<file path="src/rtl/mem_arb_pkg.sv">
// Shared types for mem_port_arbiter: arbiter FSM states, response owner, starvation counter width.
package mem_arb_pkg;

  typedef enum logic {ARB_IDLE, ARB_WAIT} arb_state_e;

  typedef enum logic [1:0] {OWN_NONE, OWN_IF, OWN_LSU} arb_owner_e;

  localparam int STARVE_W = 4;

endpackage

</file>
<file path="src/rtl/sat_counter.sv">
// Saturating up-counter with synchronous clear; clear wins over increment.
module sat_counter #(
  parameter int          W   = 4,
  parameter logic [W-1:0] MAX = '1
) (
  input  logic         clk,
  input  logic         rst,
  input  logic         inc,
  input  logic         clr,
  output logic [W-1:0] cnt
);

  logic [W-1:0] cnt_q;
  logic [W-1:0] cnt_d;

  always_comb begin
    cnt_d = cnt_q;
    if (clr) begin
      cnt_d = '0;
    end else if (inc && (cnt_q != MAX)) begin
      cnt_d = cnt_q + W'(1);
    end
  end

  always_ff @(posedge clk or posedge rst) begin
    if (rst) begin
      cnt_q <= '0;
    end else begin
      cnt_q <= cnt_d;
    end
  end

  assign cnt = cnt_q;

endmodule

</file>
<file path="src/rtl/mem_port_arbiter.sv">
// Arbitrates IF fetch and LSU data ports onto one single-ported memory, one transaction in flight.
// Optional wait-cycle performance counters are built when ARB_PERF_CNT_EN is defined.
module mem_port_arbiter
  import mem_arb_pkg::*;
#(
  parameter int ADDR_W     = 32,
  parameter int DATA_W     = 32,
  parameter int STARVE_MAX = 4
) (
  input  logic                clk,
  input  logic                rst,
  input  logic                if_req,
  input  logic [ADDR_W-1:0]   if_addr,
  output logic                if_gnt,
  output logic                if_rvalid,
  output logic [DATA_W-1:0]   if_rdata,
  input  logic                lsu_req,
  input  logic                lsu_we,
  input  logic [DATA_W/8-1:0] lsu_be,
  input  logic [ADDR_W-1:0]   lsu_addr,
  input  logic [DATA_W-1:0]   lsu_wdata,
  output logic                lsu_gnt,
  output logic                lsu_rvalid,
  output logic [DATA_W-1:0]   lsu_rdata,
  output logic                mem_req,
  output logic                mem_we,
  output logic [DATA_W/8-1:0] mem_be,
  output logic [ADDR_W-1:0]   mem_addr,
  output logic [DATA_W-1:0]   mem_wdata,
  input  logic                mem_gnt,
  input  logic                mem_rvalid,
  input  logic [DATA_W-1:0]   mem_rdata,
  output logic                if_stall,
  output logic                ex_stall,
  output logic [31:0]         perf_if_wait,
  output logic [31:0]         perf_lsu_wait
);

  arb_state_e state_q, state_d;
  arb_owner_e owner_q, owner_d;
  arb_owner_e winner;
  logic       store_q, store_d;
  logic       arb_en;
  logic       rsp_valid;
  logic [STARVE_W-1:0] starve_cnt;

  // Arbitration is open when idle, and also on the response cycle so a new grant follows without a bubble.
  always_comb begin
    arb_en = (state_q == ARB_IDLE) || mem_rvalid;
    winner = OWN_NONE;
    if (!rst && arb_en) begin
      if (if_req && (!lsu_req || (starve_cnt == STARVE_W'(STARVE_MAX)))) begin
        winner = OWN_IF;
      end else if (lsu_req) begin
        winner = OWN_LSU;
      end
    end
  end

  always_comb begin
    mem_req   = 1'b0;
    mem_we    = 1'b0;
    mem_be    = '0;
    mem_addr  = '0;
    mem_wdata = '0;
    case (winner)
      OWN_IF: begin
        mem_req  = 1'b1;
        mem_be   = '1;
        mem_addr = if_addr;
      end
      OWN_LSU: begin
        mem_req   = 1'b1;
        mem_we    = lsu_we;
        mem_be    = lsu_be;
        mem_addr  = lsu_addr;
        mem_wdata = lsu_wdata;
      end
      default: ;
    endcase
  end

  assign if_gnt    = mem_gnt && (winner == OWN_IF);
  assign lsu_gnt   = mem_gnt && (winner == OWN_LSU);
  assign rsp_valid = mem_rvalid && (state_q == ARB_WAIT);

  assign if_rvalid  = rsp_valid && (owner_q == OWN_IF);
  assign lsu_rvalid = rsp_valid && (owner_q == OWN_LSU);
  assign if_rdata   = if_rvalid ? mem_rdata : '0;
  assign lsu_rdata  = (lsu_rvalid && !store_q) ? mem_rdata : '0;

  assign if_stall = !rst && if_req && !if_rvalid;
  assign ex_stall = !rst && lsu_req && !lsu_rvalid;

  always_comb begin
    state_d = state_q;
    owner_d = owner_q;
    store_d = store_q;
    if (if_gnt || lsu_gnt) begin
      state_d = ARB_WAIT;
      owner_d = winner;
      store_d = lsu_gnt && lsu_we;
    end else if (rsp_valid) begin
      state_d = ARB_IDLE;
      owner_d = OWN_NONE;
      store_d = 1'b0;
    end
  end

  always_ff @(posedge clk or posedge rst) begin
    if (rst) begin
      state_q <= ARB_IDLE;
      owner_q <= OWN_NONE;
      store_q <= 1'b0;
    end else begin
      state_q <= state_d;
      owner_q <= owner_d;
      store_q <= store_d;
    end
  end

  sat_counter #(
    .W   (STARVE_W),
    .MAX (STARVE_W'(STARVE_MAX))
  ) u_starve (
    .clk (clk),
    .rst (rst),
    .inc (if_req && lsu_req && lsu_gnt),
    .clr (if_gnt),
    .cnt (starve_cnt)
  );

`ifdef ARB_PERF_CNT_EN
  sat_counter #(.W(32), .MAX(32'hFFFF_FFFF)) u_perf_if (
    .clk (clk),
    .rst (rst),
    .inc (if_stall),
    .clr (1'b0),
    .cnt (perf_if_wait)
  );

  sat_counter #(.W(32), .MAX(32'hFFFF_FFFF)) u_perf_lsu (
    .clk (clk),
    .rst (rst),
    .inc (ex_stall),
    .clr (1'b0),
    .cnt (perf_lsu_wait)
  );
`else
  assign perf_if_wait  = 32'd0;
  assign perf_lsu_wait = 32'd0;
`endif

endmodule

</file>
<file path="config.mk">
export PLATFORM = sky130hd
export DESIGN_NAME = mem_port_arbiter
export DESIGN_NICKNAME = d
export VERILOG_FILES = /design/src/rtl/mem_arb_pkg.sv /design/src/rtl/sat_counter.sv /design/src/rtl/mem_port_arbiter.sv
export SDC_FILE = /design/constraint.sdc
export NUM_CORES = 1
export LEC_CHECK = 0
export CAP_MARGIN = 10
export CELL_PAD_IN_SITES_DETAIL_PLACEMENT = 0
export CELL_PAD_IN_SITES_GLOBAL_PLACEMENT = 2
export CORE_MARGIN = 3
export CORE_UTILIZATION = 10
export DETAILED_ROUTE_END_ITERATION = 8
export GPL_TIMING_DRIVEN = 0
export PLACE_DENSITY_LB_ADDON = 0.15
export SYNTH_ARGS = -nofsm -noshare
export SYNTH_HDL_FRONTEND = slang
export SYNTH_SLANG_ARGS = --single-unit
export TNS_END_PERCENT = 10
</file>
<file path="constraint.sdc">
create_clock -name clk -period 2.65 [get_ports clk]
set_clock_uncertainty 0.15 [all_clocks]
set_input_delay 0.265 -clock clk [delete_from_list [all_inputs] [get_ports clk]]
set_output_delay 0.265 -clock clk [all_outputs]
set_load 0.02 [all_outputs]
</file>
==> results by group, run 1 <==
Placement
  • Number of port buffers: 278
  • Placed instance area: 0.005494 mm^2
  • Dpl hpwl: 11.72 mm
  • GPL Wtd Cong: 0.7788

Critical path
  • CP endpoint kind: output pin
  • Critical path buffer and inverter count: 3
  • CP top delay family: buffers and inverters
  • Reg-to-reg critical path endpoint: u_starve.cnt[1]
  • R2R Setup Slk: 40 ps
  • Worst path cell trace: clkdlybuf4s50_1 > nand2_2 > nor4b_4 > buf_4 > and2_1 > clkdlybuf4s50_1
  • Critical R2R Launch: u_starve.cnt[1]
  • Worst Path Required: 2240 ps
  • Worst r2r path cells: 13
  • Worst path arrival time: 2260 ps
  • CP peak stage delay: 610 ps
  • Most frequent CP cell: clkdlybuf4s50_1
  • Slowest CP cell: clkdlybuf4s50_1
  • Critical path class: input port to output pin
  • Startpoint Class: input port
  • Crit-path max FO: 10

Floorplan
  • Die ar.: 0.02316 mm^2
  • Starting Density: 0.1036
  • Core box area: 0.02062 mm^2
  • Die height: 152.2 um
  • # rows: 52
  • IO Count: 343
  • Die W: 152.2 um

Power
  • P_leak: 3.102 nW
  • Maximum vdd drop: 0.1894 mV
  • Pwr Total: 0.001183 W
  • P per Cell Area: 204.5 mW/mm^2

Clock tree
  • Root Buffer: clkbuf_16
  • Max Root-Sink Buffers: 2
  • Clk_lat worst skew: 230 ps
  • H-tree levels: 1
  • # hold bufs at CTS: 0
  • Clk pin slew, worst setup/hold paths: 40 ps
  • Num CTS Buffers: 3
  • CTS tree: built
  • Clock sink count: 8

Global route
  • Global Route Usage Sum: 0.1075
  • Global-route wire length before repair: 19.80 mm
  • Vias in the first global route: 3,296
  • Gr ovfl total: 0
  • Largest net degree at the start of global routing: 11
  • Initial antenna violation count: 1

Run
  • Max_cap viols: 0

Cells and area
  • Cell area after layout: 0.005784 mm^2
  • Layout cells sized above 1: 0.3034
  • Fillcell total: 2,256
  • Post-layout nets: 814
  • Area growth from synthesis to layout: 170.7%

Drt
  • DR vias/cell: 3.465
  • Drt first pass iters: 5
  • DR vias: 3,257
  • Antenna viol nets, final: 0
  • Final wirelength: 13.65 mm
  • WL/cell: 14.52 um
  • Drt drc: 0
  • Number of DRC markers in iteration 0: 88

Synth
  • Mean area per synthesized cell: 6.741 um^2
  • Synth cell types: 34
  • FF+latch count, synth: 8
  • YS warnings: 0
  • Sequential area share after synthesis: 0.09368
  • Mapped Area: 0.002137 mm^2
  • Syn Inst Count: 317

STA
  • Final setup TNS: -83.87 ps
  • Maximum clock rate: 374.5 MHz
  • Final Setup Violations: 8
  • Fin Hold WS: 201.8 ps
  • RSZ-0062 raised after global routing: true
  • Slew Limit Fails: 0
  • Final Hold Vio Count: 0
  • Final worst slack: -20.15 ps
  • Final worst path period need: 2670 ps
  • Tcrit/Tclk final: 1.008

Min path
  • Hold Path Class: input port to async pin

Outcome
  • Status: finished, violations left
  • Failing checks: negative setup slack
## power by group
group          switching, W  internal, W
clock             0.0000576     0.000194
sequential        0.0000125     0.000136
combinational      0.000353     0.000430
## routing by layer
layer / up-vias / global-route usage / share of wire
met5: - / 0 / 0
met1: 1410 / 0.1098 / 0.35
met4: 0 / 0.01541 / 0.014
met3: 10 / 0.03238 / 0.10
li1: 1618 / - / -
met2: 219 / 0.2172 / 0.54
## Yosys cell counts
| library cell | instances | share of area |
|---|---|---|
| and3b_1 | 1 | 0.0041 |
| clkbuf_2 | 2 | 0.0047 |
| or4_1 | 1 | 0.0035 |
| nand3_1 | 1 | 0.0023 |
| nand4_1 | 1 | 0.0029 |
| and2_1 | 100 | 0.29 |
| or3_1 | 1 | 0.0029 |
| dfrtp_1 | 8 | 0.094 |
| nor2_1 | 38 | 0.067 |
| buf_1 | 3 | 0.0053 |
| a22oi_1 | 34 | 0.12 |
| nor3b_1 | 1 | 0.0035 |
| nand3b_1 | 1 | 0.0035 |
| a211o_1 | 1 | 0.0041 |
| buf_6 | 1 | 0.0053 |
| o31ai_1 | 1 | 0.0035 |
| a32o_1 | 1 | 0.0047 |
| buf_4 | 65 | 0.23 |
| o311ai_0 | 1 | 0.0041 |
| or3b_2 | 1 | 0.0041 |
| nand2b_1 | 3 | 0.0088 |
| o41ai_1 | 1 | 0.0041 |
| nor3b_2 | 1 | 0.0059 |
| o21ai_0 | 2 | 0.0047 |
| inv_1 | 6 | 0.011 |
| a21oi_1 | 9 | 0.021 |
| ha_1 | 4 | 0.023 |
| a211o_2 | 1 | 0.0047 |
| clkbuf_1 | 16 | 0.028 |
| o21ai_2 | 1 | 0.0041 |
| nand2_1 | 7 | 0.012 |
| xnor2_1 | 1 | 0.0041 |
| conb_1 | 1 | 0.0018 |
| nor4b_2 | 1 | 0.0070 |
## state kept, by name, indices dropped and copies added, names as in the netlist
name	flops
u_starve.cnt	4
owner_q	2
state_q	1
store_q	1
## placed cells by master (no fill, tap or decap), drive strengths merged, types with 2 or more instances in the layout
cell type,n
a21oi,9
inv,6
o21ai,3
and2,100
clkdlybuf4s50,157
nor3b,2
nor2,38
nand2,7
a22oi,34
buf,156
ha,4
dfrtp,8
dlymetal6s2s,19
dlygate4sd2,31
conb,64
clkbuf,12
nand2b,3
a211o,2
## worst register-to-register path: cells and delay by family (launching register included)
| kind | cells | cell delay, ps |
|---|---|---|
| AO/OA/AOI/OAI | 2 | 260 |
| adder cells (fa/ha/maj) | 2 | 300 |
| buffers and inverters | 5 | 680 |
| flip-flops | 1 | 340 |
| AND/OR/NAND/NOR | 4 | 810 |
## metrics by stage
| step | worst slack, ps | util | std cells |
|---|---|---|---|
| 5_1_grt | -155.5 | 0.2805 | 940 |
| 4_1_cts | -231.1 | 0.2677 | 937 |
| 6_report | -20.15 | 0.2805 | 940 |
| 3_5_place_dp | -1096 | 0.2664 | 928 |
| 2_1_floorplan | 59.94 | - | 380 |
| 3_3_place_gp | -1077 | 0.2664 | 928 |
## worst max path at each step
stage               endpoint  cells past startpoint            start  slack (ps)
2_1_floorplan        lsu_gnt                     11  u_starve.cnt[0]          60
3_3_place_gp     mem_addr[4]                     10           if_req       -1080
3_5_place_dp     mem_addr[4]                     10           if_req       -1100
4_1_cts        lsu_rdata[24]                      6       mem_rvalid        -230
5_1_grt        lsu_rdata[28]                      6       mem_rvalid        -160
6_report       lsu_rdata[28]                      6       mem_rvalid         -20
## cell type report
type                    count  area, um^2  area share
multi-input cells         279        1714      0.2963
clock buffers               3       75.07     0.01298
well taps                 270       337.8     0.05840
diodes                      1       2.502   0.0004326
inverters                   6       22.52    0.003894
repair buffers            287        2669      0.4614
plain buffers              86       763.2      0.1319
flip-flops and latches      8       200.2     0.03461
## cells by family (layout without fill, tap and decap cells)
family          after synthesis  in the layout  share of synthesized area
simple gates                158            158                     0.4204
fa+ha+maj                     4              4                    0.02342
xor+xnor                      1              1                   0.004099
flops                         8              8                    0.09368
compound gates               52             52                     0.1745
other cells                   1             65                   0.001755
buf+inv                      93            382                     0.2822
## repair_timing
action | 4_1_cts | 5_1_grt
setup endpoints to repair | 138 | 123
resized for setup | 400 | 97
endpoints found under the hold margin | 0 | 0
pin swaps | 2 | 3
cloned | 2 | 0
buffers inserted | 5 | 2
Note: power is estimated with default switching activity, not from simulation.
==> inputs of run 2 (changes only) <==
SETUP_SLACK_MARGIN = 0.4   (was default)
==> run 2 against run 1 <==
  * The flow now finishes without violations
  * Cell count grew 1.6%
  * Combinational power is 20% higher
  * Register-to-register slack better by 30 ps
  * Flip-flop and latch count stayed put
  * Routed wire length grew 6.2%
==> results by group, run 2 (synthesis results as in run 1) <==
Critical path
  • Crit-path max FO: 6 (-4)
  • Critical path class: register to output pin
  • Worst Path Required: 2240 ps (about the same)
  • Critical R2R Launch: u_starve.cnt[0]
  • CP endpoint kind: output pin
  • Startpoint Class: register
  • Worst path arrival time: 2210 ps (-50 ps)
  • Crit path from: u_starve.cnt[0]

Placement
  • Number of port buffers: 278 (unchanged)
  • DP Cell Count: 928 (unchanged)
  • Placed instance area: 0.005797 mm^2 (+5.5%)
  • Dpl hpwl: 11.95 mm (+2.0%)
  • GPL Wtd Cong: 0.7875 (+1.1%)

Outcome
  • Status: complete, no violations

Floorplan
  • Die W: 152.2 um (unchanged)
  • Starting Density: 0.1036 (unchanged)
  • Core box area: 0.02062 mm^2 (unchanged)
  • IO Count: 343 (unchanged)
  • Die ar.: 0.02316 mm^2 (unchanged)
  • Die height: 152.2 um (unchanged)
  • # rows: 52 (unchanged)

Cells and area
  • Non-filler cells in the finished layout: 955 (+1.6%)
  • Layout cells sized above 1: 0.4263 (+0.1228)
  • Ant diodes: 0 (-1)
  • Cell area after layout: 0.006593 mm^2 (+14%)
  • Final Util: 0.3196 (+0.03919)
  • Area growth from synthesis to layout: 208.5%
  • Most frequent cells in the layout: 138 x clkdlybuf4s50_1, 110 x buf_4, 89 x and2_1
  • Commonest non-fill, non-tap cell in the layout: clkdlybuf4s50_1
  • Post-layout nets: 830 (+2.0%)
  • Max FFs per register: 4 (unchanged)

Global route
  • Largest net degree at the start of global routing: 14 (+3)
  • Vias in the first global route: 3,407 (+3.4%)
  • Gr ovfl total: 0 (unchanged)
  • Initial antenna violation count: 0 (-1)
  • Grt met1 use: 0.1177 (+0.007911)
  • Global Route Usage Sum: 0.1148 (+0.007286)
  • Global-route wire length before repair: 21.16 mm (+6.9%)
  • GRT met2 Usage: 0.2439 (+0.02667)
  • Most crowded layer after global routing: met2
  • Met3 Use GR: 0.01931 (-0.01306)

Clock tree
  • Max Root-Sink Buffers: 2 (unchanged)
  • Clk pin slew, worst setup/hold paths: 40 ps (about the same)
  • CTS tree: built
  • Clk_lat worst skew: 230 ps (about the same)
  • Root Buffer: clkbuf_16
  • Clock sink count: 8 (unchanged)
  • Num CTS Buffers: 3 (unchanged)
  • H-tree levels: 1 (unchanged)
  • # hold bufs at CTS: 0 (unchanged)

STA
  • Slew Limit Fails: 0 (unchanged)
  • RSZ-0062 raised after global routing: true
  • Fin Hold WS: 208.5 ps (+6.647 ps)
  • Maximum clock rate: 380.5 MHz (+1.6%)
  • Tcrit/Tclk final: 0.9917 (-0.01589)
  • Final Hold Vio Count: 0 (unchanged)
  • Final Setup Violations: 0 (-8)
  • Final setup TNS: 0 ps (+83.87 ps)
  • Final worst path period need: 2628 ps (-42.11 ps)

Power
  • Clock share of power: 0.186 (-0.027)
  • Sequential power share: 0.111 (-0.015)
  • Sw Ratio: 0.3652 (+0.007599)
  • Logic pwr share: 0.703 (+0.042)
  • P_leak: 3.522 nW (+14%)
  • Maximum vdd drop: 0.2141 mV (+13%)
  • Switching power total: 0.0004897 W (+16%)
  • P per Cell Area: 203.4 mW/mm^2 (-0.56%)
  • Pint: 0.0008511 W (+12%)

Drt
  • Drt drc: 0 (unchanged)
  • Drt first pass iters: 4 (-1)
  • WL/cell: 15.18 um (+4.5%)
  • DR vias: 3,331 (+2.3%)
  • Final wirelength: 14.50 mm (+6.2%)
  • Antenna viol nets, final: 0 (unchanged)
  • DR vias/cell: 3.488 (+0.67%)
  • Number of DRC markers in iteration 0: 66 (-25%)

Run
  • Max_cap viols: 0 (unchanged)

Min path
  • Hold Path Class: input port to async pin
## run 2: cell types whose count changed in the layout (fill, tap and decap cells not counted), moves of 10 or more
| cell | delta |
|---|---|
| a22oi_1 | -12 |
| a22oi_2 | +12 |
| buf_2 | -26 |
| buf_6 | +25 |
| clkbuf_16 | +10 |
| clkbuf_2 | +18 |
| clkdlybuf4s15_1 | +10 |
| clkdlybuf4s50_1 | -19 |
| dlygate4sd2_1 | -28 |
| dlymetal6s2s_1 | +18 |
| nor2_1 | -30 |
| nor2_4 | +29 |
## run 2: what timing repair did
action | in CTS | in global routing
endpoints found under the setup margin | 146 | 148
gates cloned | 10 | 0
pin swaps | 18 | 20
setup buffers | 11 | 3
resized for setup | 464 | 152
## run 2: layout make-up
type	count	area (um^2)
fillers	2214	14030
repair buffers	302	3027
multi-input cells	279	2043
plain buffers	87	882.1
well taps	270	337.8
flip-flops and latches	8	200.2
clock buffers	3	75.07
inverters	6	27.53
## run 2: stage by stage
| step | setup WS [ps] | total power [W] |
|---|---|---|
| 2_1_floorplan | 227.7 | 0.0005732 |
| 3_3_place_gp | -925.2 | 0.0009358 |
| 3_5_place_dp | -961.9 | 0.0009409 |
| 4_1_cts | 1.734 | 0.001329 |
| 5_1_grt | -112.8 | 0.001420 |
| 6_report | 21.95 | 0.001341 |
## run 2: power groups by stage
stage	sequential (W)	combinational (W)	clock (W)
2_1_floorplan	0.000148	0.000426	0
3_3_place_gp	0.000151	0.000785	0
3_5_place_dp	0.000151	0.000790	0
4_1_cts	0.000148	0.000924	0.000256
5_1_grt	0.000150	0.00101	0.000264
6_report	0.000148	0.000943	0.000249
## run 2: path summary, 6_finish.rpt
kind | to | slack (ps) | cells after the start
worst min register to register | u_starve.cnt[2] | 410 | 1
min in group clk | owner_q[1] | 350 | 3
worst max-delay path | lsu_gnt | 20 | 12
worst min-delay path | u_starve.cnt[2] | 210 | 2
max in group asynchronous | state_q | 1890 | 2
worst max register to register | u_starve.cnt[3] | 70 | 13
## run 2: routing by layer
metal / vias to the layer above / share of wire
li1: 1660 / -
met4: 0 / 0.013
met3: 10 / 0.057
met5: - / 0
met2: 158 / 0.59
met1: 1503 / 0.34
## run 2: critical path, stage by stage, from the launching register on
cell	delay, ps
dfrtp_1	330
inv_1	50
ha_2	180
and3b_1	160
buf_6	120
a21oi_4	140
and2_4	160
ha_4	170
buf_8	130
clkbuf_16	150
clkbuf_16	140
and2_4	130
buf_6	110
==> inputs of run 3 (changes only) <==
SLEW_MARGIN = 20   (was default)
==> results of run 3 <==
Final layout, timing and power as in run 2 (identical DEF).
